**src/rtl/spi_master_ctrl.sv**
```systemverilog
// SPI mode-0 master: one 16-bit frame {rw, addr[6:0], data[7:0]} per start pulse,
// sclk derived from clk by CLK_DIV, read byte captured from miso on sclk rising edges.
module spi_master_ctrl #(
  parameter int CLK_DIV      = 4,
  parameter bit RD_LSB_FIRST = 1'b1
) (
  input  logic       clk,
  input  logic       rst_n,
  input  logic       start,
  input  logic       rw,
  input  logic [6:0] addr,
  input  logic [7:0] wdata,
  output logic       busy,
  output logic       done,
  output logic [7:0] rdata,
  output logic       sclk,
  output logic       cs_n,
  output logic       mosi,
  input  logic       miso
);

  localparam int DW = $clog2(CLK_DIV + 1);
  localparam logic [DW-1:0] DIV_LAST = DW'(CLK_DIV - 1);

  localparam logic [1:0] S_IDLE  = 2'd0;
  localparam logic [1:0] S_SETUP = 2'd1;
  localparam logic [1:0] S_HI    = 2'd2;
  localparam logic [1:0] S_LO    = 2'd3;

  logic [1:0]    r_state;
  logic [DW-1:0] r_div_cnt;
  logic [3:0]    r_bit_cnt;
  logic          r_last;
  logic          r_sclk;
  logic          r_cs_n;
  logic          r_mosi;
  logic          r_busy;
  logic          r_done;
  logic [7:0]    r_rdata;
  logic [7:0]    r_rd_sh;
  logic [14:0]   r_tx;
  logic          r_rw;

  logic [15:0]   w_frame;
  logic          w_div_end;
  logic          w_accept;
  logic          w_adv_bit;
  logic          w_sample;

  assign w_frame   = {rw, addr, rw ? wdata : 8'h00};
  assign w_div_end = (r_div_cnt == DIV_LAST);
  assign w_accept  = (r_state == S_IDLE) && start;
  assign w_adv_bit = (r_state == S_HI) && w_div_end && (r_bit_cnt != 4'd15);
  // Data bits sit in bit slots 8..15; miso is taken on the first cycle of each high phase.
  assign w_sample  = (r_state == S_HI) && (r_div_cnt == '0) && !r_rw && r_bit_cnt[3];

  always_ff @(posedge clk or negedge rst_n) begin
    if (!rst_n) begin
      r_state   <= S_IDLE;
      r_div_cnt <= '0;
      r_bit_cnt <= 4'd0;
      r_last    <= 1'b0;
      r_sclk    <= 1'b0;
      r_cs_n    <= 1'b1;
      r_mosi    <= 1'b0;
      r_busy    <= 1'b0;
      r_done    <= 1'b0;
      r_rdata   <= 8'h00;
    end else begin
      r_done <= 1'b0;
      case (r_state)
        S_IDLE: begin
          if (start) begin
            r_state   <= S_SETUP;
            r_cs_n    <= 1'b0;
            r_busy    <= 1'b1;
            r_mosi    <= w_frame[15];
            r_div_cnt <= '0;
            r_bit_cnt <= 4'd0;
            r_last    <= 1'b0;
          end
        end
        S_SETUP: begin
          if (w_div_end) begin
            r_div_cnt <= '0;
            r_state   <= S_HI;
            r_sclk    <= 1'b1;
          end else begin
            r_div_cnt <= r_div_cnt + 1'b1;
          end
        end
        S_HI: begin
          if (w_div_end) begin
            r_div_cnt <= '0;
            r_state   <= S_LO;
            r_sclk    <= 1'b0;
            if (r_bit_cnt != 4'd15) begin
              r_mosi    <= r_tx[14];
              r_bit_cnt <= r_bit_cnt + 4'd1;
            end else begin
              r_mosi <= 1'b0;
              r_last <= 1'b1;
            end
          end else begin
            r_div_cnt <= r_div_cnt + 1'b1;
          end
        end
        S_LO: begin
          if (w_div_end) begin
            r_div_cnt <= '0;
            if (r_last) begin
              r_state <= S_IDLE;
              r_cs_n  <= 1'b1;
              r_busy  <= 1'b0;
              r_done  <= 1'b1;
              if (!r_rw) r_rdata <= r_rd_sh;
            end else begin
              r_state <= S_HI;
              r_sclk  <= 1'b1;
            end
          end else begin
            r_div_cnt <= r_div_cnt + 1'b1;
          end
        end
        default: r_state <= S_IDLE;
      endcase
    end
  end

  // Frame payload and read shifter carry no reset: both are fully loaded before use.
  always_ff @(posedge clk) begin
    if (w_accept) begin
      r_tx <= w_frame[14:0];
      r_rw <= rw;
    end else if (w_adv_bit) begin
      r_tx <= {r_tx[13:0], 1'b0};
    end
    if (w_sample) begin
      r_rd_sh <= RD_LSB_FIRST ? {miso, r_rd_sh[7:1]} : {r_rd_sh[6:0], miso};
    end
  end

  assign busy  = r_busy;
  assign done  = r_done;
  assign rdata = r_rdata;
  assign sclk  = r_sclk;
  assign cs_n  = r_cs_n;
  assign mosi  = r_mosi;

endmodule

```
**config.mk**
```make
export PLATFORM = sky130hd
export DESIGN_NAME = spi_master_ctrl
export DESIGN_NICKNAME = d
export VERILOG_FILES = /design/src/rtl/spi_master_ctrl.sv
export SDC_FILE = /design/constraint.sdc
export NUM_CORES = 1
export LEC_CHECK = 0
export ABC_AREA = 1
export CORE_MARGIN = 1.5
export CORE_UTILIZATION = 57
export CTS_BUF_LIST = sky130_fd_sc_hd__clkbuf_16
export CTS_CLUSTER_DIAMETER = 150
export DETAILED_ROUTE_END_ITERATION = 12
export PLACE_DENSITY = 0.88
export SETUP_SLACK_MARGIN = 0.4
export SKIP_LAST_GASP = 1
export SLEW_MARGIN = 10
export SYNTH_ARGS = -nofsm -noshare
export SYNTH_HDL_FRONTEND = slang
export SYNTH_SLANG_ARGS = --single-unit
```
**constraint.sdc**
```tcl
create_clock -name clk -period 4.2 [get_ports clk]
set_input_delay 1.05 -clock clk [delete_from_list [all_inputs] [get_ports clk]]
set_output_delay 1.05 -clock clk [all_outputs]
set_load 0.05 [all_outputs]
```
==> results of run 1 <==
[metal layers]
| metal | GRT usage (%) | routed length (um) |
|---|---|---|
| met5 | 0 | 0 |
| met4 | 6.52 | 31 |
| met2 | 39.3 | 1990 |
| met3 | 3.21 | 153 |
| met1 | 24.9 | 1550 |
[how the worst max path moves through the flow]
| stage | start | endpoint |
|---|---|---|
| after floorplan | start | r_tx[0] |
| after global placement | start | r_tx[4] |
| after detailed placement | start | r_tx[7] |
| after CTS | cs_n | cs_n |
| after global routing | cs_n | cs_n |
| final | cs_n | cs_n |
[kinds of logic after synthesis]
logic type	share of synthesized area, %
DFF	62.1
adders and majority gates	1.80
xor gates and xnor gates	0.419
and+or+nand+nor	22.8
buffers and inverters	5.75
AOI/OAI and AO/OA	7.19
[cells in the final DEF, fill, tap and decap left out]
cell | netlist | routed
o21ai_1 | 6 | 6
inv_2 | 4 | 4
xnor2_1 | 1 | 1
nor3_1 | 1 | 1
and3_1 | 1 | 1
clkinv_1 | 0 | 2
a211oi_2 | 1 | 1
o21ai_2 | 10 | 10
nor2_1 | 3 | 3
inv_1 | 19 | 19
nand3_4 | 1 | 1
ha_1 | 3 | 3
nand4_1 | 1 | 1
nand2_2 | 3 | 3
dfrtp_1 | 22 | 22
dfstp_2 | 1 | 1
clkinvlp_4 | 0 | 1
clkbuf_16 | 0 | 5
nand3_1 | 11 | 11
o21ai_0 | 4 | 4
clkdlybuf4s50_1 | 0 | 32
or2_1 | 1 | 1
nor2_4 | 2 | 2
nand2_1 | 78 | 78
edfxtp_1 | 24 | 24
nand2_4 | 3 | 3
[stage by stage]
stage          instances  power (W)
2_1_floorplan        204   0.000596
3_3_place_gp         278   0.000634
3_5_place_dp         278   0.000640
4_1_cts              286    0.00100
5_1_grt              286    0.00104
6_report             286   0.000999
[report_power, final]
group / total (W) / internal [W] / switching, W
Sequential: 0.000519 / 0.000506 / 0.0000128
Clock: 0.000368 / 0.000216 / 0.000152
Combinational: 0.000112 / 0.0000430 / 0.0000687
Total: 0.000999 / 0.000765 / 0.000234
[final cells by class]
| type | count | area [um2] |
|---|---|---|
| timing repair buffer | 32 | 320 |
| clock inverter | 3 | 15.0 |
| clock buffer | 5 | 125 |
| tap | 46 | 57.6 |
| inverter | 23 | 86.3 |
| sequential | 47 | 1300 |
| multi-input combinational | 130 | 672 |
| fill | 232 | 842 |
[state kept, by name (all words and copies together) (netlist names), 2 cells and up]
name,flops
r_bit_cnt,4
r_tx,15
rdata,8
r_div_cnt,3
r_rd_sh,8
r_state,2
==> flow_metrics.tcl, run 1 <==
set metrics [dict create \
    drive_gt1_share_pct 12.9 \
    wl_per_cell_um 13.0 \
    post_cts_buffers 0 \
    mappedNetlistNets 227 \
    io_pins 33 \
    r2r_slack_ns 2.14 \
    postRouteAntennaNets 0 \
    insertion_delay_ns 0.28 \
    grt_util_all_layers_pct 21.1 \
    synth.top_cells.by_count "78 x nand2_1, 24 x edfxtp_1, 22 x dfrtp_1" \
    n_antenna_cell 0 \
    cts_max_level 2 \
    cts_buffer_depth 2 \
    yosys_register_bits 47 \
    post-synth-top-area-fraction_pct 34.5 \
    critPathArrivalTime_ns 1.59 \
    initialDrtViolationCount 81 \
    power_density_nw_per_um2 388 \
    relSlewSlack_pct 22.4 \
    cp_top_family "buffers and inverters" \
    min_path_type "flop to flop" \
    leakage_nw 1.16 \
    ys.flop_type "edfxtp_1" \
    fin_area_um2 2570 \
    cts_tree "built" \
    crit_type "flop to primary output" \
    io_buffers 32 \
    synth-edff-count 24 \
    grt_max_degree 28 \
    cp_slowest_cell "clkdlybuf4s50_1" \
    path_cells "clkdlybuf4s50_1" \
    vdd_drop_max_mv 0.303 \
    post-dp-hpwl_um 2650 \
    antenna_found_initial 0 \
    rsz0062_at_grt "false" \
    path_clk_slew_ns 0.06 \
    grt_pass1_vias 1487 \
    final_max_slew_viol_count 0 \
    cp_data_required_time_ns 3.15 \
    ys_top_cells_by_area "edfxtp_1 34%, dfrtp_1 26%, nand2_1 14%, o21ai_2 4.2%, inv_1 3.4%" \
    dieArea_um2 4040 \
    final_nets 262 \
    skew_ns 0.00548 \
    finalHoldViolCount 0 \
    cts_made_buffers 5 \
    fp.dieW_um 63.5 \
    path_buf_inv 1 \
    r2r_start "r_state[1]" \
    crit_path_max_incr_delay_ns 0.79 \
    hold_depth 0 \
    overflow 0 \
    worstSetupEndpointType "primary output" \
    status "complete, no violations" \
    period_share_pct 62.9 \
    fin_tns_setup_ns 0 \
    die_h_um 63.5 \
    cp_num_cells 1 \
    cts_root_buf "clkbuf_16" \
    vias 1464 \
    yosysMostFrequentCell "nand2_1" \
    cts-resized-gates 0 \
    drt-pass1-iter-count 4 \
    mappedNetlistArea_um2 2090 \
    postLayoutCoreUtil_pct 75.3 \
    async_flop_share_pct 48.9 \
    hold_end "r_rd_sh[2]" \
    cts_sinks 47 \
    vias_per_cell 5.12 \
    synth_top_area_cell "edfxtp_1" \
    hold_start "r_rd_sh[3]" \
    worst_pin_slew_ns 1.15 \
    whs_ns 0.448 \
    setup_viol 0 \
    place_ws_ns 1.46 \
    worstRegToRegCells 4 \
    cp_max_fo 2 \
    gp_congestion 0.765 \
    avgSynthCellArea_um2 10.2 \
    coreArea_um2 3420 \
    synth_cell_type_count 25 \
    drc 0 \
    fmax_ghz 0.379 \
    initial_utilization_pct 61.2 \
    syn_inst 204 \
    ys_warn_count 0 \
    seq_area_frac_synth_pct 62.1 \
    rows 21 \
    routed_wirelength_um 3730 \
    synthToLayoutAreaGrowth_pct 23.2 \
    cts_hold_buf 0 \
    period_needed_ns 2.64 \
    r2r-end "r_rd_sh[3]" \
    fin_ws_ns 1.56 \
    grt_first_pass_wirelength_um 6590 \
    placed_area_um2 2430 \
    maxCapViolCount 0 \
    cp-start-kind "flop" \
]
(Power assumes the default switching activity.)
==> run 2: changes to the inputs <==
--- a/config.mk
+++ b/config.mk
@@ -7,11 +7,11 @@
 export LEC_CHECK = 0
 export ABC_AREA = 1
 export CORE_MARGIN = 1.5
-export CORE_UTILIZATION = 57
+export CORE_UTILIZATION = 47
 export CTS_BUF_LIST = sky130_fd_sc_hd__clkbuf_16
 export CTS_CLUSTER_DIAMETER = 150
 export DETAILED_ROUTE_END_ITERATION = 12
-export PLACE_DENSITY = 0.88
+export PLACE_DENSITY = 0.78
 export SETUP_SLACK_MARGIN = 0.4
 export SKIP_LAST_GASP = 1
 export SLEW_MARGIN = 10
==> constraint.sdc (replaced) <==
create_clock -name clk -period 2.4 [get_ports clk]
set_input_delay 0.6 -clock clk [delete_from_list [all_inputs] [get_ports clk]]
set_output_delay 0.6 -clock clk [all_outputs]
set_load 0.05 [all_outputs]
==> flow_metrics.tcl, run 2 (synthesis gave the netlist of run 1 again) <==
set metrics [dict create \
    grt_util_all_layers_pct 16.1 \
    skew_ns 0.00395 \
    final_nets 265 \
    top_register "r_tx" \
    initial_utilization_pct 48.3 \
    dieArea_um2 4850 \
    place_ws_ns 0.357 \
    use_met2_pct 25.9 \
    worst_pin_slew_ns 0.496 \
    drt-pass1-iter-count 4 \
    crit_path_max_incr_delay_ns 0.52 \
    fin_ws_ns 0.480 \
    leakage_nw 1.24 \
    gp_congestion 0.802 \
    multiInputGateArea_um2 672 \
    layout_common_cells "78 x nand2_1, 24 x edfxtp_1, 22 x dfrtp_1, 21 x inv_1, 19 x clkdlybuf4s50_1" \
    cp_slowest_cell "dfstp_2" \
    rows 24 \
    synthToLayoutAreaGrowth_pct 23.9 \
    grt_busiest_layer "met2" \
    maxCapViolCount 0 \
    nFillCells 381 \
    grt_pass1_vias 1379 \
    rsz0062_at_grt "false" \
    grtUsageMet3_pct 3.63 \
    cts_max_level 2 \
    period_share_pct 80.0 \
    io_pins 33 \
    cp-start-kind "flop" \
    cp_max_fo 2 \
    wl_per_cell_um 11.5 \
    critPathArrivalTime_ns 1.32 \
    mostFrequentLayoutCell "nand2_1" \
    relSlewSlack_pct 66.9 \
    period_needed_ns 1.92 \
    min_path_type "flop to flop" \
    finalHoldViolCount 0 \
    whs_ns 0.446 \
    final_max_slew_viol_count 0 \
    worstSetupEndpointType "primary output" \
    cp_top_family "flip-flops" \
    cts_hold_buf 0 \
    post-dp-hpwl_um 2460 \
    power_density_nw_per_um2 671 \
    vias_per_cell 4.81 \
    setup_viol 0 \
    fp.dieW_um 69.7 \
    die_h_um 69.7 \
    grt_max_degree 28 \
    cts_buffer_depth 2 \
    io_buffers 32 \
    postRouteAntennaNets 0 \
    largest_reg_flops 15 \
    drive_gt1_share_pct 14.0 \
    grt_use_met1_pct 21.2 \
    cts_sinks 47 \
    grt_first_pass_wirelength_um 6070 \
    path_buf_inv 1 \
    crit_type "flop to primary output" \
    cts_made_buffers 5 \
    postLayoutCoreUtil_pct 59.9 \
    n_antenna_cell 0 \
    overflow 0 \
    path_cells "dlygate4sd2_1" \
    routed_wirelength_um 3400 \
    fmax_ghz 0.521 \
    vdd_drop_max_mv 0.398 \
    fin_tns_setup_ns 0 \
    design_power_total_w 0.00174 \
    path_clk_slew_ns 0.06 \
    cts_root_buf "clkbuf_16" \
    status "complete, no violations" \
    cts_tree "built" \
    coreArea_um2 4320 \
    antenna_found_initial 0 \
    initialDrtViolationCount 98 \
    cp_data_required_time_ns 1.80 \
    insertion_delay_ns 0.28 \
    vias 1418 \
    drc 0 \
    register_area_um2 1300 \
]
==> run 2: changes by cell type in the layout (fill, tap and decap cells not counted), moves of 2 or more <==
cell / before / now
clkdlybuf4s50_1: 32 / 19
dlygate4sd2_1: 0 / 12
buf_4: 0 / 3
clkinv_1: 2 / 0
inv_1: 19 / 21
==> run 2: repair_timing <==
action / 4_1_cts / 5_1_grt
endpoints found under the setup margin: 12 / 1
buffers inserted: 0 / 0
pin swaps: 0 / 0
gates resized for setup: 12 / 1
==> run 2: where the power goes <==
group	internal, W	switching, W
clock network	0.000376	0.000262
logic	0.0000738	0.000116
registers	0.000886	0.0000216
total	0.00134	0.000400
==> run 2: area by class of cell <==
type	count	area share, %
Clock buffer	5	4.83
Clock inverter	3	0.483
Inverter	23	3.33
Multi-Input combinational cell	130	26.0
Sequential cell	47	50.1
Tap cell	52	2.51
Timing Repair Buffer	35	12.8
==> run 2: per-stage QoR <==
step,area (um2),std cells
floorplan,2090,204
global placement,2460,287
detailed placement,2460,287
CTS,2590,295
global route,2590,295
finish,2590,295
==> run 2: metal layers <==
| metal | share of wire, % | vias to the layer above | wire length, um |
|---|---|---|---|
| met5 | 0 | - | 0 |
| met4 | 1.9 | 0 | 63 |
| met3 | 4.1 | 7 | 140 |
| met2 | 47 | 33 | 1600 |
| met1 | 47 | 642 | 1600 |
| li1 | - | 736 | - |
==> run 2: worst paths after layout <==
check	startpoint	end	slack [ns]	depth (start not counted)
setup / recovery	cs_n	cs_n	0.48	1
hold / removal	r_rd_sh[6]	r_rd_sh[5]	0.45	0
setup reg to reg	r_div_cnt[0]	r_tx[5]	0.73	6
hold reg to reg	r_rd_sh[6]	r_rd_sh[5]	0.45	0
max in group asynchronous	rst_n	cs_n	1.45	2
min in group asynchronous	rst_n	r_div_cnt[0]	0.67	2
==> run 3: changes to the inputs <==
==> constraint.sdc (replaced) <==
create_clock -name clk -period 1.5 [get_ports clk]
set_input_delay 0.375 -clock clk [delete_from_list [all_inputs] [get_ports clk]]
set_output_delay 0.375 -clock clk [all_outputs]
set_load 0.05 [all_outputs]
==> flow_metrics.tcl, run 3 (synthesis gave the netlist of run 1 again) <==
set metrics [dict create \
    cts_sinks 47 \
    drive_gt1_share_pct 54.8 \
    grt_pass1_vias 1780 \
    largest_reg_flops 15 \
    gp_congestion 0.833 \
    post-dp-hpwl_um 2750 \
    cts_hold_buf 0 \
    setup_viol 0 \
    period_needed_ns 1.44 \
    skew_ns 0.00467 \
    finalHoldViolCount 0 \
    grt_first_pass_wirelength_um 8690 \
    die_h_um 69.7 \
    relSlewSlack_pct 69.3 \
    final_max_slew_viol_count 0 \
    cp_top_family "flip-flops" \
    r2r-end "r_rd_sh[0]" \
    io_pins 33 \
    drc 0 \
    initialDrtViolationCount 162 \
    postLayoutCoreUtil_pct 82.8 \
    dieArea_um2 4850 \
    path_cells "inv_1, ha_2, nand3_2, nor3_4, buf_12" \
    r2r_start "r_div_cnt[0]" \
    vias 1723 \
    fmax_ghz 0.696 \
    status "complete, no violations" \
    cp_data_required_time_ns 1.51 \
    layout_common_cells "37 x nand2_1, 31 x nand2_2, 24 x edfxtp_1, 22 x buf_4" \
    register_area_um2 1300 \
    path_clk_slew_ns 0.07 \
    mostFrequentLayoutCell "nand2_1" \
    worstSetupEndpointType "flop" \
    insertion_delay_ns 0.30 \
    postRouteAntennaNets 0 \
    final_nets 305 \
    io_buffers 32 \
    maxCapViolCount 0 \
    placed_area_um2 2710 \
    overflow 0 \
    power_density_nw_per_um2 905 \
    multiInputGateArea_um2 1040 \
    r2r_slack_ns 0.06 \
    cts_max_level 2 \
    routed_wirelength_um 5550 \
    final_cells 335 \
    grt_util_all_layers_pct 23.9 \
    synthToLayoutAreaGrowth_pct 71.3 \
    fin_ws_ns 0.0625 \
    grt_max_degree 24 \
    cts_made_buffers 5 \
    fp.dieW_um 69.7 \
    cts_buffer_depth 2 \
    fin_area_um2 3580 \
    cp_max_fo 8 \
    cp-start-kind "flop" \
    crit_path_max_incr_delay_ns 0.41 \
    critPathArrivalTime_ns 1.45 \
    cts_tree "built" \
    n_antenna_cell 0 \
    placedCellCount 292 \
    top_register "r_tx" \
    path_buf_inv 2 \
    worst_pin_slew_ns 0.458 \
    crit_type "flop to flop" \
    cp_slowest_cell "dfrtp_1" \
    antenna_found_initial 0 \
    period_share_pct 95.8 \
    wl_per_cell_um 16.6 \
    nFillCells 210 \
    vias_per_cell 5.14 \
    coreArea_um2 4320 \
    rsz0062_at_grt "true" \
    vdd_drop_max_mv 0.749 \
    worstRegToRegCells 5 \
    cts_root_buf "clkbuf_16" \
    leakage_nw 1.55 \
    place_ws_ns -0.0598 \
    initial_utilization_pct 48.3 \
    rows 24 \
    min_path_type "input port to asynchronous set/reset pin" \
    drt-pass1-iter-count 4 \
]
[run 3: changes by cell type in the layout (fill, tap and decap cells not counted), sizes merged]
cell,delta
nand3,+1
clkdlybuf4s50,-1
buf,+50
dlymetal6s2s,-1
clkinv,-1
clkinvlp,+2
nand2,+1
dlygate4sd2,-11
[run 3: routing by layer]
layer  part of all wire [%]  global-route usage, %  wire, um
met1                     39                   30.0      2150
met2                     54                   38.5      2970
met3                    4.5                   6.25       251
met4                    3.2                   11.8       177
met5                      0                      0         0
[run 3: worst max-delay path by stage]
stage / cells past startpoint / to / slack, ns / from
global route: 5 / rdata[3] / 0.03 / r_last
floorplan: 5 / r_tx[0] / 0.15 / r_div_cnt[0]
global placement: 5 / r_tx[9] / -0.05 / start
finish: 5 / r_rd_sh[0] / 0.06 / r_div_cnt[0]
detailed placement: 5 / r_tx[8] / -0.06 / start
CTS: 5 / r_rd_sh[2] / 0.13 / r_div_cnt[0]
[run 3: where the power goes]
group | total, W | switching (W) | internal (W)
clock | 0.00113 | 0.000509 | 0.000623
sequential | 0.00148 | 0.0000614 | 0.00142
combinational | 0.000629 | 0.000314 | 0.000315
[run 3: through the flow]
stage	hold WS, ns	power, W	setup TNS (ns)
after global placement	0.431	0.00185	-0.903
final	0.426	0.00324	0
after detailed placement	0.435	0.00186	-1.26
after global routing	0.434	0.00334	0
after floorplan	0.0794	0.00167	0
after CTS	0.433	0.00313	0
[run 3: cell type report]
cell class,instances,area share [%]
Sequential cell,47,36.4
Multi-Input combinational cell,132,28.9
Timing Repair Buffer,72,25.7
Clock buffer,5,3.50
Inverter,23,2.90
Tap cell,52,1.82
Clock inverter,3,0.664
Timing Repair inverter,1,0.175
[run 3: timing repair]
action                     4_1_cts  5_1_grt
pin swaps                       19       12
setup buffers                   22        7
gates cloned                     6        0
resized for setup               66       42
setup endpoints to repair       74       75
